**src/rtl/dqn_pkg.sv**
```systemverilog
// Shared definitions for the DQN target-network sequencer: layer codes,
// per-layer weight counts and the controller state encoding.
package dqn_pkg;

  localparam logic [1:0] LAYER_L1  = 2'b01;
  localparam logic [1:0] LAYER_L2  = 2'b10;
  localparam logic [1:0] LAYER_OUT = 2'b11;

  typedef enum logic [2:0] {
    IDLE, SYNC_L1, SYNC_L2, SYNC_OUT, SYNC_DRAIN, EVAL_LOAD, EVAL_WAIT
  } ctrl_state_e;

  // Weights per layer include one bias per node.
  function automatic int N1(input int h1, input int i);
    return h1 * (i + 1);
  endfunction

  function automatic int N2(input int h2, input int h1);
    return h2 * (h1 + 1);
  endfunction

  function automatic int N3(input int o, input int h2);
    return o * (h2 + 1);
  endfunction

endpackage

```
**src/rtl/weight_addr_gen.sv**
```systemverilog
// Flat layer/address walker over the three weight layers; wraps the address
// at each layer's terminal count and steps to the next layer code.
module weight_addr_gen
  import dqn_pkg::*;
#(
  parameter int LAYER_WIDTH                   = 2,
  parameter int WEIGHT_COUNTER_WIDTH          = 11,
  parameter int NUMBER_OF_INPUT_NODE          = 2,
  parameter int NUMBER_OF_HIDDEN_NODE_LAYER_1 = 32,
  parameter int NUMBER_OF_HIDDEN_NODE_LAYER_2 = 32,
  parameter int NUMBER_OF_OUTPUT_NODE         = 3
) (
  input  logic                            clk,
  input  logic                            rst_n,
  input  logic                            start,
  input  logic                            advance,
  output logic [LAYER_WIDTH-1:0]          layer,
  output logic [WEIGHT_COUNTER_WIDTH-1:0] addr,
  output logic                            last
);

  localparam int WCW = WEIGHT_COUNTER_WIDTH;
  localparam logic [WCW-1:0] T1 =
    WCW'(N1(NUMBER_OF_HIDDEN_NODE_LAYER_1, NUMBER_OF_INPUT_NODE) - 1);
  localparam logic [WCW-1:0] T2 =
    WCW'(N2(NUMBER_OF_HIDDEN_NODE_LAYER_2, NUMBER_OF_HIDDEN_NODE_LAYER_1) - 1);
  localparam logic [WCW-1:0] T3 =
    WCW'(N3(NUMBER_OF_OUTPUT_NODE, NUMBER_OF_HIDDEN_NODE_LAYER_2) - 1);
  localparam logic [LAYER_WIDTH-1:0] C_L1  = LAYER_WIDTH'(LAYER_L1);
  localparam logic [LAYER_WIDTH-1:0] C_L2  = LAYER_WIDTH'(LAYER_L2);
  localparam logic [LAYER_WIDTH-1:0] C_OUT = LAYER_WIDTH'(LAYER_OUT);

  logic [LAYER_WIDTH-1:0] layer_q;
  logic [WCW-1:0]         addr_q;
  logic [WCW-1:0]         term;

  always_comb begin
    term = T3;
    if (layer_q == C_L1)      term = T1;
    else if (layer_q == C_L2) term = T2;
  end

  always_ff @(posedge clk or negedge rst_n) begin
    if (!rst_n) begin
      layer_q <= C_L1;
      addr_q  <= '0;
    end else if (start) begin
      layer_q <= C_L1;
      addr_q  <= '0;
    end else if (advance) begin
      if (addr_q == term) begin
        addr_q  <= '0;
        layer_q <= (layer_q == C_OUT) ? C_L1 : layer_q + 1'b1;
      end else begin
        addr_q  <= addr_q + 1'b1;
      end
    end
  end

  assign layer = layer_q;
  assign addr  = addr_q;
  assign last  = (layer_q == C_OUT) && (addr_q == T3);

endmodule

```
**src/rtl/target_net_ctrl.sv**
```systemverilog
// Target Q-network sequencer: copies main-net weights into target_net through
// a two-stage read pipeline, then streams state vectors and returns q_max.
module target_net_ctrl
  import dqn_pkg::*;
#(
  parameter int DATA_WIDTH                    = 32,
  parameter int LAYER_WIDTH                   = 2,
  parameter int NUMBER_OF_INPUT_NODE          = 2,
  parameter int NUMBER_OF_HIDDEN_NODE_LAYER_1 = 32,
  parameter int NUMBER_OF_HIDDEN_NODE_LAYER_2 = 32,
  parameter int NUMBER_OF_OUTPUT_NODE         = 3,
  parameter int WEIGHT_COUNTER_WIDTH          = 11,
  parameter int DATA_COUNTER_WIDTH            = $clog2(NUMBER_OF_HIDDEN_NODE_LAYER_1)
) (
  input  logic                                       clk,
  input  logic                                       rst_n,
  input  logic                                       i_sync_start,
  input  logic                                       i_eval_start,
  input  logic [NUMBER_OF_INPUT_NODE*DATA_WIDTH-1:0] i_state,
  output logic                                       o_src_rd_en,
  output logic [LAYER_WIDTH-1:0]                     o_src_layer,
  output logic [WEIGHT_COUNTER_WIDTH-1:0]            o_src_addr,
  input  logic [DATA_WIDTH-1:0]                      i_src_data,
  output logic                                       o_weight_valid,
  output logic [LAYER_WIDTH-1:0]                     o_weight_layer,
  output logic [WEIGHT_COUNTER_WIDTH-1:0]            o_weight_addr,
  output logic [DATA_WIDTH-1:0]                      o_weight,
  output logic                                       o_rw_weight_select,
  output logic                                       o_data_valid,
  output logic [DATA_COUNTER_WIDTH-1:0]              o_data_addr,
  output logic [DATA_WIDTH-1:0]                      o_data,
  input  logic                                       i_q_max_valid,
  input  logic [DATA_WIDTH-1:0]                      i_q_max,
  output logic                                       o_q_max_valid,
  output logic [DATA_WIDTH-1:0]                      o_q_max,
  output logic                                       o_busy,
  output logic                                       o_weights_loaded,
  output logic                                       o_sync_done
);

  localparam int LW  = LAYER_WIDTH;
  localparam int WCW = WEIGHT_COUNTER_WIDTH;
  localparam int DCW = DATA_COUNTER_WIDTH;
  localparam logic [WCW-1:0] L1_LAST =
    WCW'(N1(NUMBER_OF_HIDDEN_NODE_LAYER_1, NUMBER_OF_INPUT_NODE) - 1);
  localparam logic [WCW-1:0] L2_LAST =
    WCW'(N2(NUMBER_OF_HIDDEN_NODE_LAYER_2, NUMBER_OF_HIDDEN_NODE_LAYER_1) - 1);
  localparam logic [DCW-1:0] D_LAST = DCW'(NUMBER_OF_INPUT_NODE - 1);

  ctrl_state_e                              state_q;
  logic [1:0]                               drain_cnt_q;
  logic [DCW-1:0]                           data_cnt_q;
  logic [NUMBER_OF_INPUT_NODE*DATA_WIDTH-1:0] state_vec_q;
  logic                                     busy_q, loaded_q, done_q;
  logic                                     rd_en_q, p1_vld_q, wv_q;
  logic [LW-1:0]                            rd_layer_q, p1_layer_q, w_layer_q;
  logic [WCW-1:0]                           rd_addr_q, p1_addr_q, w_addr_q;
  logic [DATA_WIDTH-1:0]                    w_data_q, d_data_q, q_q;
  logic                                     dv_q, qv_q;
  logic [DCW-1:0]                           d_addr_q;

  logic           gen_start, gen_adv, gen_last, acc_sync, acc_eval;
  logic [LW-1:0]  gen_layer;
  logic [WCW-1:0] gen_addr;

  // busy_q lags state by one cycle, so a start in that cycle is still refused.
  assign acc_sync  = (state_q == IDLE) && !busy_q && i_sync_start;
  assign acc_eval  = (state_q == IDLE) && !busy_q && i_eval_start && loaded_q;
  assign gen_start = acc_sync;
  assign gen_adv   = (state_q == SYNC_L1) || (state_q == SYNC_L2) || (state_q == SYNC_OUT);

  weight_addr_gen #(
    .LAYER_WIDTH                  (LAYER_WIDTH),
    .WEIGHT_COUNTER_WIDTH         (WEIGHT_COUNTER_WIDTH),
    .NUMBER_OF_INPUT_NODE         (NUMBER_OF_INPUT_NODE),
    .NUMBER_OF_HIDDEN_NODE_LAYER_1(NUMBER_OF_HIDDEN_NODE_LAYER_1),
    .NUMBER_OF_HIDDEN_NODE_LAYER_2(NUMBER_OF_HIDDEN_NODE_LAYER_2),
    .NUMBER_OF_OUTPUT_NODE        (NUMBER_OF_OUTPUT_NODE)
  ) u_addr_gen (
    .clk    (clk),
    .rst_n  (rst_n),
    .start  (gen_start),
    .advance(gen_adv),
    .layer  (gen_layer),
    .addr   (gen_addr),
    .last   (gen_last)
  );

  always_ff @(posedge clk or negedge rst_n) begin
    if (!rst_n) begin
      state_q     <= IDLE;
      drain_cnt_q <= '0;
      data_cnt_q  <= '0;
      state_vec_q <= '0;
      busy_q      <= 1'b0;
      loaded_q    <= 1'b0;
      done_q      <= 1'b0;
      rd_en_q     <= 1'b0;
      rd_layer_q  <= '0;
      rd_addr_q   <= '0;
      p1_vld_q    <= 1'b0;
      p1_layer_q  <= '0;
      p1_addr_q   <= '0;
      wv_q        <= 1'b0;
      w_layer_q   <= '0;
      w_addr_q    <= '0;
      w_data_q    <= '0;
      dv_q        <= 1'b0;
      d_addr_q    <= '0;
      d_data_q    <= '0;
      qv_q        <= 1'b0;
      q_q         <= '0;
    end else begin
      busy_q  <= (state_q != IDLE);
      done_q  <= 1'b0;
      qv_q    <= 1'b0;
      rd_en_q <= 1'b0;
      dv_q    <= 1'b0;
      // RAM returns data one cycle after the strobe; tags follow two stages.
      p1_vld_q <= rd_en_q;
      wv_q     <= p1_vld_q;
      if (rd_en_q) begin
        p1_layer_q <= rd_layer_q;
        p1_addr_q  <= rd_addr_q;
      end
      if (p1_vld_q) begin
        w_layer_q <= p1_layer_q;
        w_addr_q  <= p1_addr_q;
        w_data_q  <= i_src_data;
      end
      case (state_q)
        IDLE: begin
          if (acc_sync) begin
            state_q  <= SYNC_L1;
            loaded_q <= 1'b0;
          end else if (acc_eval) begin
            state_q     <= EVAL_LOAD;
            state_vec_q <= i_state;
            data_cnt_q  <= '0;
          end
        end
        SYNC_L1, SYNC_L2, SYNC_OUT: begin
          rd_en_q    <= 1'b1;
          rd_layer_q <= gen_layer;
          rd_addr_q  <= gen_addr;
          if (state_q == SYNC_L1 && gen_addr == L1_LAST) state_q <= SYNC_L2;
          if (state_q == SYNC_L2 && gen_addr == L2_LAST) state_q <= SYNC_OUT;
          if (state_q == SYNC_OUT && gen_last) begin
            state_q     <= SYNC_DRAIN;
            drain_cnt_q <= '0;
          end
        end
        SYNC_DRAIN: begin
          if (drain_cnt_q == 2'd2) begin
            done_q   <= 1'b1;
            loaded_q <= 1'b1;
            state_q  <= IDLE;
          end else begin
            drain_cnt_q <= drain_cnt_q + 1'b1;
          end
        end
        EVAL_LOAD: begin
          dv_q       <= 1'b1;
          d_addr_q   <= data_cnt_q;
          d_data_q   <= state_vec_q[32'(data_cnt_q)*DATA_WIDTH +: DATA_WIDTH];
          data_cnt_q <= data_cnt_q + 1'b1;
          if (data_cnt_q == D_LAST) state_q <= EVAL_WAIT;
        end
        EVAL_WAIT: begin
          if (i_q_max_valid) begin
            q_q     <= i_q_max;
            qv_q    <= 1'b1;
            state_q <= IDLE;
          end
        end
        default: state_q <= IDLE;
      endcase
    end
  end

  assign o_src_rd_en        = rd_en_q;
  assign o_src_layer        = rd_layer_q;
  assign o_src_addr         = rd_addr_q;
  assign o_weight_valid     = wv_q;
  assign o_weight_layer     = w_layer_q;
  assign o_weight_addr      = w_addr_q;
  assign o_weight           = w_data_q;
  assign o_rw_weight_select = 1'b0;
  assign o_data_valid       = dv_q;
  assign o_data_addr        = d_addr_q;
  assign o_data             = d_data_q;
  assign o_q_max_valid      = qv_q;
  assign o_q_max            = q_q;
  assign o_busy             = busy_q;
  assign o_weights_loaded   = loaded_q;
  assign o_sync_done        = done_q;

endmodule

```
**config.mk**
```make
export PLATFORM = sky130hd
export DESIGN_NAME = target_net_ctrl
export DESIGN_NICKNAME = d
export VERILOG_FILES = /design/src/rtl/dqn_pkg.sv /design/src/rtl/weight_addr_gen.sv /design/src/rtl/target_net_ctrl.sv
export SDC_FILE = /design/constraint.sdc
export NUM_CORES = 1
export LEC_CHECK = 0
export BUFFER_PORTS_ARGS = -buffer_cell sky130_fd_sc_hd__buf_2
export CORE_AREA = 2 2 134 136
export DETAILED_ROUTE_END_ITERATION = 7
export DIE_AREA = 0 0 136 138
export GPL_ROUTABILITY_DRIVEN = 0
export PLACE_DENSITY = 0.83
export SETUP_SLACK_MARGIN = 0.2
export SLEW_MARGIN = 25
export SYNTH_ARGS = -nofsm -noshare
export SYNTH_HDL_FRONTEND = slang
export SYNTH_HIERARCHICAL = 1
export SYNTH_SLANG_ARGS = --single-unit
```
**constraint.sdc**
```tcl
create_clock -name clk -period 4.5 [get_ports clk]
set_clock_uncertainty 0.15 [all_clocks]
set_input_delay 0.675 -clock clk [delete_from_list [all_inputs] [get_ports clk]]
set_output_delay 0.675 -clock clk [all_outputs]
set_load 0.02 [all_outputs]
```
# == Yosys cells after proc, flatten, opt, wreduce, memory -nomap -nowiden ==
# Index checks and enable logic that the tools add are counted.
# word_totals
regBits,235
input_bits,133
out_inout_bits,135
word_cells,114
# classes
addsub,4
eq_ne,25
n_shift,1
n_mux,33
bitwise_logic,1
reduce_logical,26
# ops
cell,count
indexed part select 64 x 11 -> 32 bit,1
two-way mux 11 bit,5
two-way mux 3 bit,8
== test 11 x 7 -> 1 bit (second input constant),2
!= test 2 bit (second input constant),8
one-hot mux 3 bit (5 select lines),1
two-way mux 2 bit,6
AND reduction 3 bit,4
adder 11 x 1 -> 11 bit (second input constant),1
== test 11 bit,1
== test 11 bit (second input constant),1
two-way mux 5 bit,2
one-hot mux 5 bit (2 select lines),1
nonzero test 2 bit,5
== test 3 bit (second input constant),3
logical AND 1 bit,8
two-way mux 1 bit,8
== test 2 bit (second input constant),3
== test 3 x 2 -> 1 bit (second input constant),2
adder 5 x 1 -> 5 bit (second input constant),1
== test 5 x 1 -> 1 bit (second input constant),1
AND reduction 5 bit,1
adder 2 x 1 -> 2 bit (second input constant),2
!= test 4 bit (second input constant),1
other kinds (12),14

# == Depth between registers and ports, before layout ==
# logic_depth
depth_word,7
ltp_mapped,11
depth_no_buf,8

# == Hierarchy ==
# Netlist, hierarchy kept.
# by_module_without_submodules
module,n_inst,cells_each,area_per_inst_um2,seq_area_each_um2
target_net_ctrl,1,696,8697.1,5555.3
weight_addr_gen,1,84,788.3,326.6

# == Worst setup path before layout ==
# OpenSTA, ideal clock, no wires.
# synth_timing
kind,register -> register
startpoint,register u_addr_gen.layer_q[0] (netlist: u_addr_gen/layer[0])
endpoint,register state_q[0]
setup_time_ns,0.125
t_arrival_ns,2.222
required_ns,4.225
setup_slack_ns,2.004
path_stages_with_launch,8
n_path_buf,0
period_less_slack_ns,2.496
path_cell_list,dfstp_2 -> ha_1 -> or4bb_1 -> nor4_1 -> and3_1 -> a211oi_1 -> nor3_1 -> mux2_2
# synth_via
elab_chain_cells,5
elab_cells_between_ends,7
cone_classes,2 x eq/ne; 2 x mux; 3 x reduce/logical
# synth_lines
item,line_no,rtl
start: declaration,weight_addr_gen.sv:33,logic [LAYER_WIDTH-1:0] layer_q;
start signal: assignment,weight_addr_gen.sv:53,layer_q <= (layer_q == C_OUT) ? C_L1 : layer_q + 1'b1;
== test 2 bit (*),weight_addr_gen.sv:62,assign last = (layer_q == C_OUT) && (addr_q == T3);
logical AND 1 bit (*),weight_addr_gen.sv:62,
named net gen_last,target_net_ctrl.sv:62,"logic gen_start, gen_adv, gen_last, acc_sync, acc_eval;"
logical AND 1 bit (*),target_net_ctrl.sv:148,if (state_q == SYNC_OUT && gen_last) begin
!= test 4 bit (no line) / two-way mux 3 bit (equally long branches),-,
AND reduction 5 bit (no line) / one-hot mux 3 bit (5 select lines) (equally long branches),-,
end signal: assignment,target_net_ctrl.sv:146,if (state_q == SYNC_L1 && gen_addr == L1_LAST) state_q <= SYNC_L2;
end signal: assignment,target_net_ctrl.sv:147,if (state_q == SYNC_L2 && gen_addr == L2_LAST) state_q <= SYNC_OUT;
end signal: assignment,target_net_ctrl.sv:149,state_q <= SYNC_DRAIN;
end: declaration,target_net_ctrl.sv:50,ctrl_state_e state_q;
# Mark *: on every way through the listed nets, which the timed path passes. The rest lies on a longest branch.
# A chain may end at the register's enable or synchronous reset.

# == Worst setup path after layout ==
# layout_timing
startpoint,register state_q[2]
endpoint,register u_addr_gen.addr_q[8] (netlist: u_addr_gen/addr[8])
# layout_via
elab_chain_cells,4
elab_cells_between_ends,10
cone_classes,3 x eq/ne; 1 x mux; 6 x reduce/logical
# layout_lines
item,line_no,rtl
start signal: assignment,target_net_ctrl.sv:91,state_q <= IDLE;
start signal: assignment,target_net_ctrl.sv:134,state_q <= SYNC_L1;
start signal: assignment,target_net_ctrl.sv:137,state_q <= EVAL_LOAD;
logical NOT 3 bit (*),target_net_ctrl.sv:67,assign acc_sync = (state_q == IDLE) && !busy_q && i_sync_start;
logical AND 1 bit (*) (2 in a row),target_net_ctrl.sv:67,
named net acc_sync,target_net_ctrl.sv:62,
two-way mux 11 bit / nonzero test 2 bit (equally long branches),-,
end signal: assignment,weight_addr_gen.sv:55,addr_q <= addr_q + 1'b1;
end: declaration,weight_addr_gen.sv:34,logic [WCW-1:0] addr_q;
# Marked as above.

==> summary.md <==
| Metric | Value |
|---|---|
| Status | complete, no violations |
| Mapped Nets | 921 |
| Die Ht | 138 um |
| Post-synthesis sequential area ratio | 62.0% |
| Buffers added on ports | 266 |
| Fmax | 336 MHz |
| CTS Hold Bufs | 1 |
| Crit path top cell by count | nor2_1 |
| DP Wirelength | 14.1 mm |
| TritonCTS clock tree | done |
| DRC errors left | 0 |
| Total number of vias | 6720 |
| Die area | 18800 um2 |
| RR Endpoint | u_addr_gen/addr[8] |
| Tmin final | 2.97 ns |
| Worst path buffer plus inverter count | 0 |
| RSZ-0062 raised after global routing | no |
| Nets | 1183 |
| Crit path kind | reg -> reg |
| Max cap viols | 0 |
| GR Util All Layers | 22.2% |
| Crit-path max cell delay | 0.82 ns |
| Fin Setup TNS | 0 ns |
| Post-Route WL | 21.1 mm |
| Hold WC Path Type | in -> reg |
| R2R depth | 7 |
| Pwr Density | 683 nW/um2 |
| Core region area | 17500 um2 |
| Seq cells post-synth | 235 |
| Clk pin slew, worst setup/hold paths | 0.06 ns |
| Post-Syn Area | 9490 um2 |
| Vias in the first global route | 6886 |
| Cells after Synth | 780 |
| WP data arrival | 3.22 ns |
| Routed len/inst | 16.3 um |
| H-tree depth | 1 |
| Remaining Overflow, GRT | 0 |
| Row count | 49 |
| Fillcell total | 1285 |
| Global-route wire length before repair | 33.6 mm |
| Async SR Flop Fraction | 100% |
| R2R Setup Slk | 1.53 ns |
| Pre-CTS WS | 1.60 ns |
| Fin crit share | 66.0% |
| Initial antenna violation count | 0 |
| Critical path startpoint category | flop |
| Largest net degree at the start of global routing | 112 |
| Setup violators final | 0 |
| Final-report hold violation count | 0 |
| Worst-margin pin slew | 1.03 ns |
| Initial Utilization | 54.1% |
| Post-synth EDFFs | 0 |
| Cell Chain, Critical Path | or3_1, nor3b_1, o21ai_0, nor2_1, nand4_1, xor2_1, nor2_1 |
| Synth area leader | dfrtp_1 |
| Post-cts resize count | 0 |
| Ports | 268 |
| Endpoint, Worst Hold | o_q_max[15] |
| Slew Viols, Final | 0 |
| WHS Path Cells | 3 |
| DR pass1 iterations | 4 |
| Fin worst setup slack | 1.53 ns |
| Max stage delay cell, worst path | nor3b_1 |
| Critical Path End Type | flop |
| DR iter-0 viols | 374 |
| Clock Tree Buf Depth | 3 |
| WP data required | 4.75 ns |
| LEAKAGE | 6.19 nW |
| Layout cells sized above 1 | 42.3% |
| Slew margin rel. | 31.6% |
| Syn avg cell area | 12.2 um2 |
| Die W | 136 um |
| Post-synth cell types | 51 |
| Area grow syn2layout | 24.9% |
| Worst Path Max Fanout | 9 |
| RR Startpoint | state_q[2] |
| Vias per cell | 5.21 |
| Post-CTS setup buffers | 0 |
| Crit path max-delay family | simple AND/OR/NAND/NOR gates |
| Clk root buf | clkbuf_16 |
| Maximum VDD drop | 0.420 mV |
| Worst Hold Launch | i_q_max[15] |
| Multi-input logic area | 3400 um2 |
| Predominant post-synthesis flop cell | dfrtp_1 |
| Final cell utilization of the core | 67.6% |
| CTS Sinks | 235 |
| Clock Latency Late Sink | 0.53 ns |
| Post-synth top area share | 61.7% |
| Synth top area cells | dfrtp_1 62%, mux2_2 14%, nand2_1 7.7% |
| Total area of sequential cells | 5880 um2 |
| Synth warnings | 6 |
| ANT nets after route | 0 |
| Total CTS buffers | 25 |
-- worst register-to-register path, delay by kind of cell (launching register included) --
family | cells | cell delay (ns)
compound gates | 1 | 0.35
simple gates | 5 | 1.72
flops | 1 | 0.45
xor+xnor | 1 | 0.18
-- layout make-up --
type	count	area share, %
inverters	11	0.348
repair buffers	273	11.9
multi-input cells	496	28.7
clock buffers	32	5.75
clock inverters	13	1.24
flip-flops and latches	235	49.7
well taps	229	2.42
diodes	1	0.0211
-- kinds of logic after synthesis --
group	synth area share, %
buffers and inverters	2.19
DFF	62.0
xor gates and xnor gates	1.20
muxes	18.2
other	0.0395
AOI/OAI and AO/OA	3.52
and+or+nand+nor	11.8
adders and majority gates	1.06
-- stage by stage --
step | cells | area (um2) | total power [mW] | hold WS [ns]
6_report | 1290 | 11800 | 8.09 | 0.201
5_1_grt | 1289 | 11800 | 8.58 | 0.193
4_1_cts | 1289 | 11800 | 8.17 | 0.186
3_5_place_dp | 1243 | 11000 | 6.07 | 0.307
3_3_place_gp | 1243 | 11000 | 5.93 | 0.303
2_1_floorplan | 780 | 9490 | 5.17 | 0.202
-- Yosys cell counts, types with 2 or more instances --
cell / count
o21ai_0: 42
a211oi_1: 2
clkbuf_1: 21
mux2_2: 120
buf_4: 2
nand2_1: 195
ha_1: 8
inv_1: 10
nand2b_1: 5
nand4_1: 4
or2_2: 2
nand4bb_1: 2
dfrtp_1: 234
xnor2_1: 6
or3_1: 4
buf_1: 7
buf_2: 7
mux2i_1: 32
nand3_1: 2
nor4_1: 2
a21o_1: 3
xor2_1: 7
a21oi_1: 2
nor2_1: 25
nor2b_1: 3
mux2_1: 5
nor3_1: 4
-- routing by layer --
layer	share of wire, %	routed length (um)	vias up	GRT usage, %
met4	2.6	556	0	6.96
met1	39	8200	3275	26.9
met2	48	10200	250	37.0
met5	0	0	-	0
li1	-	-	3148	-
met3	10	2150	47	8.21
-- cells in the final DEF, fill, tap and decap left out, types with 2 or more instances in the layout --
| master | instances |
|---|---|
| or2_2 | 2 |
| clkinv_2 | 8 |
| xnor2_1 | 6 |
| buf_4 | 5 |
| nand2b_1 | 5 |
| mux2_2 | 120 |
| clkbuf_8 | 3 |
| o21ai_0 | 42 |
| nand4_1 | 4 |
| bufinv_16 | 3 |
| mux2_1 | 5 |
| nand4bb_1 | 2 |
| nand3_1 | 2 |
| nor3_1 | 4 |
| buf_2 | 265 |
| a21o_1 | 3 |
| nor4_1 | 2 |
| nor2_1 | 25 |
| clkbuf_1 | 4 |
| mux2i_1 | 32 |
| clkbuf_16 | 25 |
| nand2_1 | 195 |
| inv_1 | 9 |
| ha_1 | 8 |
| a211oi_1 | 2 |
| dfrtp_1 | 232 |
| xor2_1 | 7 |
| or3_1 | 3 |
| dfrtp_2 | 2 |
| a21oi_1 | 2 |
| nor2b_1 | 3 |
-- power by group --
group / internal (mW) / total (mW) / switching (mW)
Combinational: 1.12 / 2.54 / 1.42
Sequential: 2.91 / 3.49 / 0.579
Clock: 1.24 / 2.06 / 0.817
Total: 5.27 / 8.09 / 2.82
-- registers in the layout (all words and copies together) (netlist names), 2 cells and up --
name and count:
u_addr_gen/addr 11, o_weight_layer 2, state_vec_q 64, o_q_max 32
p1_layer_q 2, o_weight_addr 11, o_data 32, state_q 3
u_addr_gen/layer 2, data_cnt_q 5, p1_addr_q 11, o_data_addr 5
o_src_addr 11, drain_cnt_q 2, o_weight 32, o_src_layer 2
-- how the worst max path moves through the flow --
stage                   startpoint            endpoint  slack, ns  cells past startpoint
2_1_floorplan  u_addr_gen/layer[0]          state_q[0]       2.00                      7
3_3_place_gp            state_q[2]  u_addr_gen/addr[8]       1.70                      7
3_5_place_dp            state_q[2]  u_addr_gen/addr[8]       1.60                      7
4_1_cts                 state_q[2]  u_addr_gen/addr[8]       1.59                      7
5_1_grt                 state_q[2]  u_addr_gen/addr[8]       1.34                      7
6_report                state_q[2]  u_addr_gen/addr[8]       1.53                      7
No activity file was read; power rests on OpenSTA's default activity.
